`src/rtl/rv32i_decoder.sv`:
```
// RV32I instruction decoder: register fields, immediate generation and ALU control
// for OP / OP-IMM, plus a sticky flag remembering any unsupported instruction.
module rv32i_decoder (
    input  logic        clk,
    input  logic        rst,
    input  logic [31:0] instr,
    output logic [4:0]  rs1,
    output logic [4:0]  rs2,
    output logic [4:0]  rd,
    output logic [31:0] imm,
    output logic        reg_write,
    output logic        alu_src_imm,
    output logic [3:0]  alu_op,
    output logic        illegal,
    output logic        illegal_seen
);

    localparam logic [6:0] OPC_OP     = 7'b0110011;
    localparam logic [6:0] OPC_OPIMM  = 7'b0010011;
    localparam logic [6:0] OPC_LOAD   = 7'b0000011;
    localparam logic [6:0] OPC_JALR   = 7'b1100111;
    localparam logic [6:0] OPC_STORE  = 7'b0100011;
    localparam logic [6:0] OPC_BRANCH = 7'b1100011;
    localparam logic [6:0] OPC_LUI    = 7'b0110111;
    localparam logic [6:0] OPC_AUIPC  = 7'b0010111;
    localparam logic [6:0] OPC_JAL    = 7'b1101111;

    localparam logic [3:0] ALU_ADD  = 4'd0;
    localparam logic [3:0] ALU_SUB  = 4'd1;
    localparam logic [3:0] ALU_AND  = 4'd2;
    localparam logic [3:0] ALU_OR   = 4'd3;
    localparam logic [3:0] ALU_XOR  = 4'd4;
    localparam logic [3:0] ALU_SLL  = 4'd5;
    localparam logic [3:0] ALU_SRL  = 4'd6;
    localparam logic [3:0] ALU_SRA  = 4'd7;
    localparam logic [3:0] ALU_SLT  = 4'd8;
    localparam logic [3:0] ALU_SLTU = 4'd9;

    logic [6:0]  w_opcode;
    logic [2:0]  w_funct3;
    logic [6:0]  w_funct7;
    logic        w_f7Zero;
    logic        w_f7Alt;
    logic        w_isShift;
    logic [3:0]  w_baseOp;
    logic [31:0] w_immI;
    logic        r_illegalSeen;

    assign w_opcode  = instr[6:0];
    assign w_funct3  = instr[14:12];
    assign w_funct7  = instr[31:25];
    assign w_f7Zero  = (w_funct7 == 7'b0000000);
    assign w_f7Alt   = (w_funct7 == 7'b0100000);
    assign w_isShift = (w_funct3 == 3'b001) || (w_funct3 == 3'b101);
    assign w_immI    = {{20{instr[31]}}, instr[31:20]};

    assign rs1 = instr[19:15];
    assign rs2 = instr[24:20];
    assign rd  = instr[11:7];

    // funct3 mapping shared by OP and OP-IMM; funct7 variants are applied afterwards
    always_comb begin
        w_baseOp = ALU_ADD;
        case (w_funct3)
            3'b000:  w_baseOp = ALU_ADD;
            3'b001:  w_baseOp = ALU_SLL;
            3'b010:  w_baseOp = ALU_SLT;
            3'b011:  w_baseOp = ALU_SLTU;
            3'b100:  w_baseOp = ALU_XOR;
            3'b101:  w_baseOp = ALU_SRL;
            3'b110:  w_baseOp = ALU_OR;
            default: w_baseOp = ALU_AND;
        endcase
    end

    always_comb begin
        imm         = 32'd0;
        reg_write   = 1'b0;
        alu_src_imm = 1'b0;
        alu_op      = ALU_ADD;
        illegal     = 1'b1;
        case (w_opcode)
            OPC_OP: begin
                if (w_f7Zero || (w_f7Alt && (w_funct3 == 3'b000 || w_funct3 == 3'b101))) begin
                    reg_write = 1'b1;
                    illegal   = 1'b0;
                    if (w_f7Alt)
                        alu_op = (w_funct3 == 3'b000) ? ALU_SUB : ALU_SRA;
                    else
                        alu_op = w_baseOp;
                end
            end
            OPC_OPIMM: begin
                // Shift immediates carry funct7 in the upper bits, so only shamt is exposed
                if (w_isShift) begin
                    imm = {27'd0, instr[24:20]};
                    if (w_f7Zero) begin
                        reg_write   = 1'b1;
                        alu_src_imm = 1'b1;
                        illegal     = 1'b0;
                        alu_op      = w_baseOp;
                    end else if (w_f7Alt && w_funct3 == 3'b101) begin
                        reg_write   = 1'b1;
                        alu_src_imm = 1'b1;
                        illegal     = 1'b0;
                        alu_op      = ALU_SRA;
                    end
                end else begin
                    imm         = w_immI;
                    reg_write   = 1'b1;
                    alu_src_imm = 1'b1;
                    illegal     = 1'b0;
                    alu_op      = w_baseOp;
                end
            end
            OPC_LOAD, OPC_JALR: imm = w_immI;
            OPC_STORE:  imm = {{20{instr[31]}}, instr[31:25], instr[11:7]};
            OPC_BRANCH: imm = {{20{instr[31]}}, instr[7], instr[30:25], instr[11:8], 1'b0};
            OPC_LUI, OPC_AUIPC: imm = {instr[31:12], 12'd0};
            OPC_JAL:    imm = {{12{instr[31]}}, instr[19:12], instr[20], instr[30:21], 1'b0};
            default: ;
        endcase
    end

    always_ff @(posedge clk) begin
        if (rst)
            r_illegalSeen <= 1'b0;
        else
            r_illegalSeen <= r_illegalSeen | illegal;
    end

    assign illegal_seen = r_illegalSeen;

endmodule

```
`config.mk`:
```
export PLATFORM = sky130hd
export DESIGN_NAME = rv32i_decoder
export DESIGN_NICKNAME = d
export VERILOG_FILES = /design/src/rtl/rv32i_decoder.sv
export SDC_FILE = /design/constraint.sdc
export NUM_CORES = 1
export LEC_CHECK = 0
export CAP_MARGIN = 10
export CORE_ASPECT_RATIO = 0.9
export CORE_UTILIZATION = 55
export CTS_BUF_LIST = sky130_fd_sc_hd__clkbuf_8
export CTS_CLUSTER_DIAMETER = 60
export DETAILED_ROUTE_END_ITERATION = 10
export DONT_BUFFER_PORTS = 1
export GPL_TIMING_DRIVEN = 0
export PLACE_DENSITY = 0.7
export SKIP_CTS_REPAIR_TIMING = 1
export SLEW_MARGIN = 10
export SYNTH_ARGS = -nofsm -noshare
export SYNTH_HDL_FRONTEND = slang
export SYNTH_SLANG_ARGS = --single-unit
```
`constraint.sdc`:
```
create_clock -name clk -period 2.7 [get_ports clk]
set_clock_uncertainty 0.15 [all_clocks]
set_input_delay 0.675 -clock clk [delete_from_list [all_inputs] [get_ports clk]]
set_output_delay 0.675 -clock clk [all_outputs]
set_load 0.005 [all_outputs]
```
==> impl_metrics.py <==
metrics = {
    "yosys": {
        "syn-num-nets": 178,
        "ys_types": 43,
        "yosysMostFrequentCell": "nand2_1",
        "synth_xor_xnor_area_share_pct": 0,
        "synth_area_leaders": "nand2_1 (14%), buf_4 (12%), a21oi_1 (7.7%)",
        "synth_edf_count": 0,
        "muxShareOfSynthArea_pct": 0,
        "synth-seq-cells": 1,
        "async_flop_share_pct": 0,
        "synthSimpleGateAreaFrac_pct": 46.6,
        "synth_compound_area_share_pct": 32.5,
        "yosysSeqAreaShare_pct": 2.20,
        "yosysWarningCount": 0,
        "synth_ff_type": "dfxtp_1",
        "avgSynthCellArea_um2": 6.32,
        "syn_area_um2": 910,
        "synthAdderAreaFrac_pct": 0,
        "synth_area_leader_cell": "nand2_1",
        "netlist_instances": 144,
        "synth_top_area_share_pct": 13.6,
        "synth_commonest_cells": "nand2_1 (33), buf_4 (15), a21oi_1 (14)",
        "synth_top_family_by_area": "simple AND/OR/NAND/NOR gates",
    },
    "worst_setup_path": {
        "cp_top_family": "compound AO/OA/AOI/OAI gates",
        "path_max_fanout": 10,
        "crit_path_end_kind": "primary output",
        "startpoint_type": "input pin",
        "slowest_stage": "or3b_1",
        "critPathKind": "input pin to primary output",
        "crit_arrival_ps": 1840,
        "path_cells": "buf_2, or3b_1, a211oi_4, buf_4, o41a_1",
        "r2r_slack_ps": 1960,
        "worst-path-buf-inv": 2,
        "cp.required_ps": 1880,
        "critPathMaxStageDelay_ps": 400,
    },
    "sta": {
        "rsz0062_at_grt": "true",
        "hold_viol": 0,
        "timing.fmax_mhz": 375,
        "slew_viol_final": 0,
        "finalCriticalPeriod_ps": 2670,
        "setup_viol": 0,
        "timing.slew.headroom_pct": 64.8,
        "tightestPinTransition_ps": 525,
        "finalCritPeriodShare_pct": 98.8,
        "hold-worst-slack_ps": 363,
    },
    "finish": {
        "nets": 183,
        "fillCellCount": 144,
        "multi_input_area_um2": 761,
        "syn2layout_area_growth_pct": 10.2,
        "diodes": 0,
        "seqCellArea_um2": 20.0,
        "largest_reg_flops": 1,
        "drive_gt1_share_pct": 29.9,
    },
    "power": {
        "ir_drop_v": 0.000113,
        "power_mw": 0.103,
        "p_leak_nw": 0.460,
        "power.density_nw_per_um2": 103,
    },
    "global_route": {
        "antenna_found_initial": 0,
        "grt_max_degree": 11,
        "grt_overflow": 0,
        "grt_pass1_wl_um": 3180,
        "grt_pass1_vias": 752,
        "grt.total_usage_pct": 23.2,
    },
    "floorplanning": {
        "rows": 13,
        "die_h_um": 40.6,
        "die_area_um2": 1820,
        "io_pins": 89,
        "dieWidth_um": 44.9,
        "initial_core_util_pct": 60.8,
        "core-area_um2": 1500,
    },
    "route": {
        "ant_nets": 0,
        "routedWlPerCell_um": 15.1,
        "drcViolationCount": 0,
        "viasPerCell": 6.30,
        "drtIter0Drc": 29,
        "dr.pass1.iters": 4,
        "vias": 1064,
        "drt-total-wl_um": 2550,
    },
    "cts": {
        "insertion_delay_ps": 0,
        "path_clk_slew_ps": 0,
    },
    "run": {
        "drv_cap": 0,
    },
    "placed_design": {
        "hpwl_um": 1980,
        "place.gp.congestion": 0.911,
        "numPortBuffers": 0,
    },
    "worst_hold_path": {
        "min-delay-path-class": "flop to flop",
    },
    "run_status": {
        "status": "complete, no violations",
    },
}
==> final timing paths <==
path	startpoint	endpoint	cells after the start
setup / recovery	instr[6]	imm[31]	5
hold / removal	illegal_seen$_SDFF_PP0_	illegal_seen$_SDFF_PP0_	2
setup reg to reg	illegal_seen$_SDFF_PP0_	illegal_seen$_SDFF_PP0_	2
hold reg to reg	illegal_seen$_SDFF_PP0_	illegal_seen$_SDFF_PP0_	2
==> routing by layer <==
layer	routed length [µm]	track usage, %	up-vias
li1	-	-	510
met1	1030	29.5	490
met2	1290	45.2	62
met3	218	2.25	2
met4	11	0	0
met5	0	0	-
==> metrics by stage <==
| stage | instances | setup slack, ps | util (%) | setup TNS (ps) | instance area, µm² |
|---|---|---|---|---|---|
| finish | 169 | 31.2 | 67.0 | 0 | 1000 |
| CTS | 166 | -88.4 | 62.6 | -919 | 937 |
| global route | 169 | -1.79 | 67.0 | -2.58 | 1000 |
| floorplan | 144 | 102 | - | 0 | 910 |
| global placement | 166 | -60.2 | 62.6 | -582 | 937 |
| detailed placement | 166 | -93.1 | 62.6 | -953 | 937 |
==> power by group <==
| group | internal [mW] | switching, mW | total [mW] |
|---|---|---|---|
| logic | 0.0418 | 0.0447 | 0.0865 |
| registers | 0.0159 | 0.000528 | 0.0164 |
| clock network | 0 | 0 | 0 |
==> worst register-to-register path, delay by kind of cell, from the launching register on <==
| family | cells | cell delay [ps] |
|---|---|---|
| AND/OR/NAND/NOR | 1 | 100 |
| flip-flops | 1 | 300 |
| AO/OA/AOI/OAI | 1 | 60 |
==> area by class of cell <==
| type | count | area share, % |
|---|---|---|
| Buffer | 23 | 15.2 |
| Inverter | 5 | 1.87 |
| Multi-Input combinational cell | 115 | 75.9 |
| Sequential cell | 1 | 2.00 |
| Tap cell | 22 | 2.75 |
| Timing Repair Buffer | 3 | 2.25 |
==> cell families after synthesis <==
kind of cell,count (synthesis)
DFF,1
buffers and inverters,28
and+or+nand+nor,76
AOI/OAI and AO/OA,39
==> placed cells by master (no fill, tap or decap), types with 2 or more instances in the layout <==
cell       count
inv_1          5
nand2_1       33
buf_2          7
nand2b_1       2
a22o_1         4
buf_4         18
and2_1         7
a211oi_2       2
or3_2          2
or3_1          2
nor4_1         3
nor2b_1        3
o31ai_1        2
a31oi_1        2
o21ai_2        2
or2_2          2
nor2_1         6
a2bb2oi_1      2
nor3_1         2
nand3_1        2
a21oi_1       14
Power figures use the tool's default switching activity.
